`src/rtl/dram_ctrl_arb.sv`:
```
// RAS/CAS DRAM controller shared by NCH requesters, with an internal
// CAS-before-RAS refresh timer and fixed-priority or round-robin arbitration.
module dram_ctrl_arb #(
  parameter int NCH         = 3,
  parameter int AW          = 23,
  parameter int ROW_BITS    = 12,
  parameter int COL_BITS    = 11,
  parameter int DRAM_AW     = 12,
  parameter int DW          = 32,
  parameter int T_RCD       = 2,
  parameter int T_CAS       = 3,
  parameter int T_RP        = 1,
  parameter int T_RAS_REF   = 5,
  parameter int REFR_PERIOD = 390,
  parameter int ARB_RR      = 0
) (
  input  logic                clk,
  input  logic                reset,
  input  logic [NCH-1:0]      req,
  input  logic [NCH-1:0]      we,
  input  logic [NCH*AW-1:0]   addr,
  input  logic [NCH*DW-1:0]   wdata,
  output logic [DW-1:0]       rdata,
  output logic [NCH-1:0]      ack,
  output logic                busy,
  output logic                ref_overrun,
  input  logic [DW-1:0]       dram_dq,
  output logic [DW-1:0]       dram_di,
  output logic                dram_t,
  output logic [DRAM_AW-1:0]  dram_a,
  output logic                dram_we,
  output logic                dram_ras,
  output logic                dram_cas
);

  localparam int CW        = (NCH > 1) ? $clog2(NCH) : 1;
  localparam int RW        = (REFR_PERIOD > 1) ? $clog2(REFR_PERIOD) : 1;
  localparam int T_ACC_END = 2 + T_RCD + T_CAS + T_RP;
  localparam int T_REF_END = 2 + T_RAS_REF + T_RP;
  localparam int T_MAX     = (T_ACC_END > T_REF_END) ? T_ACC_END : T_REF_END;
  localparam int CNTW      = $clog2(T_MAX + 1);

  localparam logic [1:0] S_IDLE = 2'd0;
  localparam logic [1:0] S_ACC  = 2'd1;
  localparam logic [1:0] S_REF  = 2'd2;

  // Edge numbers (counted from the grant edge) at which each strobe moves
  localparam logic [CNTW-1:0] K_RAS  = CNTW'(1);
  localparam logic [CNTW-1:0] K_COL  = CNTW'(2);
  localparam logic [CNTW-1:0] K_CAS  = CNTW'(1 + T_RCD);
  localparam logic [CNTW-1:0] K_WEH  = CNTW'(T_RCD + T_CAS);
  localparam logic [CNTW-1:0] K_REL  = CNTW'(1 + T_RCD + T_CAS);
  localparam logic [CNTW-1:0] K_ACK  = CNTW'(1 + T_RCD + T_CAS + T_RP);
  localparam logic [CNTW-1:0] K_AEND = CNTW'(T_ACC_END);
  localparam logic [CNTW-1:0] K_RCAS = CNTW'(1);
  localparam logic [CNTW-1:0] K_RRAS = CNTW'(2);
  localparam logic [CNTW-1:0] K_RCH  = CNTW'(4);
  localparam logic [CNTW-1:0] K_RRH  = CNTW'(2 + T_RAS_REF);
  localparam logic [CNTW-1:0] K_REND = CNTW'(T_REF_END);

  typedef struct packed {
    logic [CW-1:0] ch;
    logic          we;
    logic [AW-1:0] addr;
    logic [DW-1:0] wdata;
  } acc_req_t;

  logic [NCH-1:0][AW-1:0] ch_addr;
  logic [NCH-1:0][DW-1:0] ch_wdata;
  logic [NCH-1:0]         ack_oh;
  logic [1:0]             state;
  logic [CNTW-1:0]        cnt, k;
  logic [RW-1:0]          tmr;
  logic                   tmr_exp, ref_pending, ref_again, ref_grant;
  logic [CW-1:0]          rr_ptr, gnt_ch;
  logic                   gnt_vld;
  acc_req_t               cur;

  for (genvar i = 0; i < NCH; i++) begin : g_ch
    assign ch_addr[i]  = addr[i*AW +: AW];
    assign ch_wdata[i] = wdata[i*DW +: DW];
    assign ack_oh[i]   = (cur.ch == CW'(i));
  end

  assign busy      = (state != S_IDLE);
  assign k         = cnt + 1'b1;
  assign tmr_exp   = (tmr == '0);
  assign ref_grant = (state == S_IDLE) && ref_pending;

  // Descending scan so the last hit is the first channel in search order;
  // fixed priority is round-robin with the start pinned at channel 0.
  always_comb begin
    int idx;
    gnt_vld = 1'b0;
    gnt_ch  = '0;
    idx     = 0;
    for (int j = NCH-1; j >= 0; j--) begin
      idx = (ARB_RR != 0) ? int'(rr_ptr) + j : j;
      if (idx >= NCH) idx = idx - NCH;
      if (req[idx]) begin
        gnt_vld = 1'b1;
        gnt_ch  = CW'(idx);
      end
    end
  end

  always_ff @(posedge clk) begin
    if (reset) tmr <= RW'(REFR_PERIOD - 1);
    else if (tmr_exp) tmr <= RW'(REFR_PERIOD - 1);
    else tmr <= tmr - 1'b1;
  end

  // An expiry on the grant edge is remembered so the pending flag survives
  // the clear at RAS-fall; any other expiry while pending is an overrun.
  always_ff @(posedge clk) begin
    if (reset) begin
      ref_pending <= 1'b0;
      ref_again   <= 1'b0;
      ref_overrun <= 1'b0;
    end else begin
      if (tmr_exp && ref_pending && !ref_grant) ref_overrun <= 1'b1;
      if (state == S_REF && k == K_RRAS) begin
        ref_pending <= ref_again | tmr_exp;
        ref_again   <= 1'b0;
      end else begin
        if (tmr_exp) ref_pending <= 1'b1;
        if (tmr_exp && ref_grant) ref_again <= 1'b1;
      end
    end
  end

  always_ff @(posedge clk) begin
    if (reset) begin
      state    <= S_IDLE;
      cnt      <= '0;
      cur      <= '0;
      rr_ptr   <= '0;
      rdata    <= '0;
      ack      <= '0;
      dram_a   <= '0;
      dram_di  <= '0;
      dram_t   <= 1'b1;
      dram_we  <= 1'b1;
      dram_ras <= 1'b1;
      dram_cas <= 1'b1;
    end else begin
      case (state)
        S_IDLE: begin
          ack <= '0;
          cnt <= '0;
          if (ref_pending) begin
            state <= S_REF;
          end else if (gnt_vld) begin
            state     <= S_ACC;
            cur.ch    <= gnt_ch;
            cur.we    <= we[gnt_ch];
            cur.addr  <= ch_addr[gnt_ch];
            cur.wdata <= ch_wdata[gnt_ch];
            dram_a    <= DRAM_AW'(ch_addr[gnt_ch][COL_BITS +: ROW_BITS]);
            rr_ptr    <= (gnt_ch == CW'(NCH - 1)) ? '0 : gnt_ch + 1'b1;
          end
        end
        S_ACC: begin
          cnt <= k;
          if (k == K_RAS) dram_ras <= 1'b0;
          if (k == K_COL) begin
            dram_a <= DRAM_AW'(cur.addr[COL_BITS-1:0]);
            if (cur.we) begin
              dram_we <= 1'b0;
              dram_t  <= 1'b0;
              dram_di <= cur.wdata;
            end
          end
          if (k == K_CAS) dram_cas <= 1'b0;
          if (k == K_WEH && cur.we) dram_we <= 1'b1;
          if (k == K_REL) begin
            dram_ras <= 1'b1;
            dram_cas <= 1'b1;
            dram_a   <= '0;
            dram_t   <= 1'b1;
            dram_di  <= '0;
            if (!cur.we) rdata <= dram_dq;
          end
          if (k == K_ACK) ack <= ack_oh;
          if (k == K_AEND) begin
            ack   <= '0;
            state <= S_IDLE;
          end
        end
        S_REF: begin
          cnt <= k;
          if (k == K_RCAS) dram_cas <= 1'b0;
          if (k == K_RRAS) dram_ras <= 1'b0;
          if (k == K_RCH)  dram_cas <= 1'b1;
          if (k == K_RRH)  dram_ras <= 1'b1;
          if (k == K_REND) state <= S_IDLE;
        end
        default: state <= S_IDLE;
      endcase
    end
  end

endmodule
```
`config.mk`:
```
export PLATFORM = sky130hd
export DESIGN_NAME = dram_ctrl_arb
export DESIGN_NICKNAME = d
export VERILOG_FILES = /design/src/rtl/dram_ctrl_arb.sv
export SDC_FILE = /design/constraint.sdc
export NUM_CORES = 1
export LEC_CHECK = 0
export CAP_MARGIN = 20
export CORE_UTILIZATION = 29
export CTS_CLUSTER_SIZE = 20
export DETAILED_ROUTE_END_ITERATION = 6
export HOLD_SLACK_MARGIN = 0.03
export PLACE_DENSITY_LB_ADDON = 0.3
export RECOVER_POWER = 25
export SETUP_SLACK_MARGIN = 0.02
export SLEW_MARGIN = 20
export SYNTH_ARGS = -nofsm -noshare
export SYNTH_HDL_FRONTEND = slang
export SYNTH_SLANG_ARGS = --single-unit
```
`constraint.sdc`:
```
create_clock -name clk -period 4.7 [get_ports clk]
set_input_delay 0.94 -clock clk [delete_from_list [all_inputs] [get_ports clk]]
set_output_delay 0.94 -clock clk [all_outputs]
set_load 0.05 [all_outputs]
```
**After elaboration in Yosys (flattened, before gate mapping)**

Index checks and enable logic that the tools add are counted.

- Add/subtract/negate cells: 2
- Reductions and logical operators: 31
- Mux-type cells: 43
- Equal/unequal tests: 22
- $lt $le $gt $ge: 1
- Bitwise gates (word level): 3

Operators with widths:

| operator | number |
|---|---|
| $mux 32 | 4 |
| $bmux 32 s2 | 1 |
| $mux 12 | 4 |
| $bmux 23 s2 | 1 |
| $pmux 12 s2 | 1 |
| $mux 23 | 1 |
| $reduce_and 3->1 | 6 |
| $reduce_bool 2->1 | 9 |
| $mux 1 | 17 |
| $eq 4x3->1 const B | 4 |
| $ne 3x3->1 const B | 5 |
| $mux 2 | 6 |
| $logic_not 9->1 | 1 |
| $sub 9x1->9 const B | 1 |
| $eq 4x2->1 const B | 2 |
| $pmux 4 s2 | 1 |
| $logic_and 1x1->1 | 6 |
| $mux 3 | 2 |
| $ne 3x1->1 const B | 2 |
| $pmux 3 s2 | 1 |
| $reduce_or 2->1 | 3 |
| $add 4x1->4 const B | 1 |
| $eq 2x1->1 const B | 2 |
| $eq 2x2->1 const B | 2 |
| 14 further kinds | 19 |

- Register bits after elaboration: 147

**Logic depth before layout (Yosys ltp)**

Gate-level depths: netlist (run 1).

- Depth after elaboration: 8
- Gate-level depth with buffers: 9
- Depth with buffers taken out: 7

**Worst setup path before layout (run 1)**

No wires, ideal clock.

- Path type: input to register
- Start: in req[1]
- End: reg cur[10] (netlist name)
- Library setup time: 0.132 ns
- Stages on the path: 6
- Setup slack: 2.466 ns
- Buffers on the path: 3
- Arrival: 2.102 ns
- Path through: or3b_2 > clkbuf_1 > buf_2 > clkbuf_1 > o211ai_1 > a21oi_1

- Longest elaborated chain between the ends: 4
- Elaborated cells on any way between the ends: 7
- Those cells by class: 6 x mux; 1 x reduce/logical

Ends and longest elaborated chain:

| what | RTL line | text |
|---|---|---|
| start, declared | 19 | `input logic [NCH-1:0] req,` |
| $mux 2 (2 in a row) | 100 | `if (req[idx]) begin` |
| $bmux 32 s2 | 158 | `cur.wdata <= ch_wdata[gnt_ch];` |
| $mux 32 (not written as such) | 158 |  |
| end, declared | 77 | `acc_req_t cur;` |

Parallel ways exist; a longest one is shown, timed or not. The select of a mux whose other input is x is not followed.
A chain may end at the register's enable or synchronous reset.

==> results of run 1 <==
==> report_power, final <==
group	total [W]	leakage [nW]	internal [W]	switching, W
Sequential	0.00138	1.20	0.00133	0.0000509
Combinational	0.000727	2.47	0.000334	0.000393
Clock	0.00134	0.271	0.000758	0.000581
Total	0.00344	3.94	0.00242	0.00102
==> final cells by class <==
cell class,instances,area (µm²)
fillers,2240,12270
multi-input cells,569,3531
repair buffers,301,3007
flip-flops and latches,147,2943
clock buffers,18,439.2
well taps,313,391.6
clock inverters,14,143.9
inverters,14,52.55
diodes,1,2.502
==> critical path, delay by kind of cell <==
kind                   cells  cell delay, ns
buffers and inverters      3            2.74
AOI/OAI and AO/OA          1            0.23
and+or+nand+nor            1            0.07
==> stage by stage <==
stage	hold WS [ns]	setup WS (ns)	instance area, µm²	util (%)
2_1_floorplan	0.3711	2.466	6778	-
3_3_place_gp	0.3879	1.501	9906	43.49
3_5_place_dp	0.3897	1.460	9906	43.49
4_1_cts	0.4066	1.391	10490	46.05
5_1_grt	0.4203	0.6797	10510	46.14
6_report	0.4102	0.9715	10510	46.14
==> flip-flops by register name, summed over array words and instances (netlist names) <==
| name | flops |
|---|---|
| dram_we | 1 |
| rdata | 32 |
| state | 2 |
| ref_overrun | 1 |
| ref_again | 1 |
| tmr | 9 |
| dram_di | 32 |
| ref_pending | 1 |
| dram_t | 1 |
| cnt | 4 |
| dram_cas | 1 |
| cur | 46 |
| dram_ras | 1 |
| ack | 3 |
| dram_a | 12 |
==> cell usage in the layout (no fill, tap or decap), types with 3 or more instances in the layout <==
cell type and instances:
nor2_1 37, a21oi_1 109, a22o_1 32, inv_6 5, clkinvlp_4 5, xnor2_1 3
xor2_1 3, nor3_1 7, o21ai_0 16, nand4b_1 3, nand3_1 7, nor2b_1 7
nand2b_1 4, o2bb2ai_1 3, buf_4 9, nand4_1 3, nand2_1 164, clkdlybuf4s50_1 258
dlygate4sd3_1 30, nand3b_1 4, ha_1 10, dfxtp_1 147, o211ai_1 44, mux2i_1 64
inv_1 14, clkbuf_16 17, a211oi_1 11
==> worst paths after layout <==
| kind | start | endpoint | slack [ns] | cells past startpoint |
|---|---|---|---|---|
| worst max-delay path | reset | dram_di[22] | 0.97 | 5 |
| worst min-delay path | tmr[0] | tmr[0] | 0.41 | 1 |
| worst max register to register | cnt[0] | rdata[24] | 2.00 | 6 |
| worst min register to register | tmr[0] | tmr[0] | 0.41 | 1 |
==> logic make-up (layout without fill, tap and decap cells) <==
kind of cell,Yosys count,count (layout)
DFF,147,147
muxes,64,64
and+or+nand+nor,247,247
xor gates and xnor gates,8,8
adders and majority gates,10,10
AOI/OAI and AO/OA,240,240
buffers and inverters,75,347
other,0,1
==> metal layers <==
layer	track usage, %	routed length, µm
met4	6.742	507
met3	4.318	1298
met2	32.88	11170
met1	23.30	9663
met5	0	0
==> synth_stat cells, types with 2 or more instances <==
cell type and n:
a211oi_1 11, a21o_1 2, a21oi_1 109, a221o_1 2, a22o_1 32, a22oi_1 2
a31oi_1 3, and3_4 2, buf_2 24, buf_4 6, clkbuf_1 30, dfxtp_1 147
ha_1 10, inv_1 14, mux2i_1 64, nand2_1 164, nand2b_1 4, nand3_1 7
nand3b_1 4, nand4_1 3, nand4b_1 3, nor2_1 37, nor2b_1 8, nor3_1 7
o2111ai_1 2, o211a_1 2, o211ai_1 44, o21ai_0 16, o2bb2ai_1 3, xnor2_1 3
xor2_1 3
==> metrics.csv, run 1 <==
metric,value,unit
status,"complete, but fails checks",
violations,"capacitance limit, slew limit",
rsz0062_at_grt,false,
die_height,154.9,µm
relSlewSlack,-7.742,%
drive_above_1_share,5.644,%
syn_nets,1006,
ys.flop_type,dfxtp_1,
cellLeakagePower,3.942,nW
dieArea,23990,µm²
grtUsageTotal,19.10,%
wl,22.64,mm
coreArea,22780,µm²
grt_max_degree,65,
ys_seq_elements,147,
hp-class,reg2reg,
finalSetupTns,0,ns
die_w,154.9,µm
gp_congestion,0.7950,
grt_pass1_wl,35.60,mm
overflow,0,
async_reset_ff_share,0,%
cp_slowest_stage_delay,1.29,ns
maxSlewViolCount,31,
cts_max_path_buffers,2,
synth_top_family_by_area,compound AO/OA/AOI/OAI gates,
synth_top_area_share,43.42,%
cp_slowest_cell,clkbuf_2,
routedWlPerCell,16.44,µm
hpwl,16.33,mm
avgSynthCellArea,8.569,µm²
vdd_drop_max,0.2002,mV
yosysWarnings,0,
syn_to_final_growth,55.07,%
max-cap-violations,2,
drt-vias-per-instance,4.749,
cp_max_fo,64,
timing.fmax,0.2682,GHz
synth-edff-count,0,
synthCells,791,
first_pass_iters,4,
ant_nets,0,
place_inst,1343,
clk_pin_slew,0.07,ns
numCtsBuffers,17,
cts_setup_buffers,0,
antenna_found_initial,1,
worstSkewPairLatency,0.42,ns
synth_mux_area_share,9.452,%
tritoncts,done,
synth_xor_area_share,1.421,%
cp.required,5.01,ns
grt_pass1_vias,6508,
root_buffer,clkbuf_16,
worstMarginPinSlew,1.616,ns
cts_max_level,4,
io_pins,290,
synthAdderAreaFrac,1.846,%
yosys.area_share.simple,15.75,%
period_needed,3.729,ns
hold_viol,0,
drc,0,
crit_chain,"clkbuf_1, clkbuf_2, nor3_4, buf_4, a22o_1",
hold_buffers,0,
final.period_utilization,79.33,%
p_per_area,327.7,nW/µm²
fin_nets,1265,
worst_ep_arrival_time,4.04,ns
yosysTopAreaCell,dfxtp_1,
initial_core_util,29.76,%
finalNonFillerCells,1377,
critPathKind,in2reg,
finalPower,0.003444,W
cts.sinks,147,
synth_compound_area_share,23.08,%
finClkSkew,0.01001,ns
synth.area.top_cells,"dfxtp_1 43%, mux2i_1 9.5%, nand2_1 9.1%",
end_kind,flip-flop,
cp-start-kind,input pin,
num_rows,55,
syn_area,6778,µm²
seq_area_frac_synth,43.42,%
finalSetupViolCount,0,
synth_cell_type_count,54,
vias,6540,
drtIter0Drc,266,
cts_resized,0,
portBuffers,289,
Power figures use the tool's default switching activity.
==> inputs of run 2 (changes only) <==
clock period = 3.2 ns   (was 4.7 ns; I/O delays follow)
==> run 2 against run 1 <==
Compared with the run above: the run now ends clean; setup slack worse by 0.70 ns; utilization rose by 0.29 points; global-route usage is 0.53 points lower; routed wire length down 2.3%; largest power group unchanged; highest routed layer unchanged.
==> metrics.csv, run 2 (synthesized netlist as in run 1, its figures left out) <==
metric,value,unit
drtIter0Drc,344,
antenna_found_initial,0,
setup_ws,0.2669,ns
p_per_area,472.0,nW/µm²
worstHoldStart,tmr[0],
vias,6632,
max-cap-violations,0,
ant_nets,0,
maxSlewViolCount,0,
cp_max_fo,6,
relSlewSlack,13.78,%
grt_pass1_vias,6532,
dieArea,23990,µm²
routedWlPerCell,15.93,µm
syn_to_final_growth,56.05,%
tritoncts,done,
drive_above_1_share,6.512,%
io_pins,290,
root_buffer,clkbuf_16,
final.period_utilization,91.66,%
cts_max_level,4,
cp.required,2.56,ns
crit_family,buffers and inverters,
cts.sinks,147,
finalSetupViolCount,0,
numCtsBuffers,17,
rrSetupSlack,0.60,ns
holdPathEnd,tmr[0],
vdd_drop_max,0.2567,mV
period_needed,2.933,ns
rr_startpoint,cnt[0],
cp_slowest_stage_delay,0.86,ns
layout_common_cells,"255 x clkdlybuf4s50_1, 164 x nand2_1, 147 x dfxtp_1",
overflow,0,
cts_resized,0,
grtUsageTotal,18.57,%
hp-class,reg2reg,
first_pass_iters,5,
timing.fmax,0.3409,GHz
die_w,154.9,µm
grt_pass1_wl,34.72,mm
cellLeakagePower,4.013,nW
finClkSkew,0.01072,ns
fin_nets,1277,
worstSkewPairLatency,0.42,ns
coreArea,22780,µm²
largest_register,cur,
cp-start-kind,flip-flop,
hold_viol,0,
die_height,154.9,µm
reg2regPathDepth,6,
grt_max_degree,53,
status,"finished, final reports clean",
critPathKind,reg2out,
drt-vias-per-instance,4.778,
worst_ep_arrival_time,2.29,ns
rr_endpoint,dram_di[29],
largest_reg_flops,46,
wl,22.12,mm
path_buf_inv,3,
antenna_cells,0,
end_kind,primary output,
reg.largest.list,"cur (46), dram_di (32), rdata (32)",
hold_depth,1,
gp_congestion,0.7882,
cp_slowest_cell,clkdlybuf4s50_1,
hpwl,16.46,mm
finalPower,0.004992,W
cts_setup_buffers,0,
clk_pin_slew,0.06,ns
num_rows,55,
crit_top_cell,inv_1,
initial_core_util,29.76,%
crit_chain,"inv_1, ha_1, inv_1, clkdlybuf4s50_1",
cts_max_path_buffers,2,
portBuffers,289,
hold_buffers,0,
pre_cts_ws,0.4805,ns
finalSetupTns,0,ns
rsz0062_at_grt,false,
drc,0,
worstMarginPinSlew,1.293,ns
mostFrequentLayoutCell,clkdlybuf4s50_1,
## run 2: cell count changes in the layout (fill, tap and decap cells not counted), moves of 2 or more
cell,previous run,this run
buf_12,1,4
buf_4,9,19
clkdlybuf4s50_1,258,255
clkinv_4,0,3
clkinvlp_4,5,3
dlygate4sd3_1,30,33
inv_6,5,3
## run 2: worst register-to-register path, stage by stage (launching register included)
cell and delay (ns):
dfxtp_1 0.41, ha_1 0.37, xnor2_1 0.69, a21oi_1 0.23, a31oi_4 0.44, buf_12 0.24
a22o_1 0.17
## run 2: worst max-delay path by stage
stage	from	endpoint	slack, ns	cells after the start
after floorplan	cnt[0]	dram_di[10]	1.25	8
after global placement	req[0]	dram_a[0]	0.46	8
after detailed placement	req[0]	dram_a[6]	0.48	8
after CTS	state[0]	busy	0.24	4
after global routing	state[0]	busy	0.13	4
final	state[0]	busy	0.27	4
## run 2: cell type report
cell class,instances,area [µm²]
Clock buffer,18,439.2
Inverter,14,52.55
Tap cell,313,391.6
Timing Repair Buffer,313,3114
Multi-Input combinational cell,569,3512
Sequential cell,147,2943
Fill cell,2230,12200
Clock inverter,14,123.9
## run 2: stage by stage
stage / instances / utilization [%] / instance area, µm² / hold WS [ns]
6_report: 1388 / 46.43 / 10580 / 0.4056
5_1_grt: 1388 / 46.43 / 10580 / 0.4415
4_1_cts: 1388 / 46.55 / 10600 / 0.4036
3_5_place_dp: 1356 / 44.08 / 10040 / 0.3885
3_3_place_gp: 1356 / 44.08 / 10040 / 0.3877
2_1_floorplan: 791 / - / 6778 / 0.3711
## run 2: power by group
part           internal (W)  switching, W
clock               0.00104      0.000846
combinational      0.000510      0.000571
sequential          0.00195     0.0000801
total               0.00350       0.00150
## run 2: routing by layer
| metal | vias to the layer above | wire length [µm] | track usage, % |
|---|---|---|---|
| met4 | 0 | 261 | 4.998 |
| li1 | 3365 | - | - |
| met2 | 195 | 10870 | 32.43 |
| met1 | 3054 | 9805 | 22.82 |
| met5 | - | 0 | 0 |
| met3 | 18 | 1184 | 4.262 |
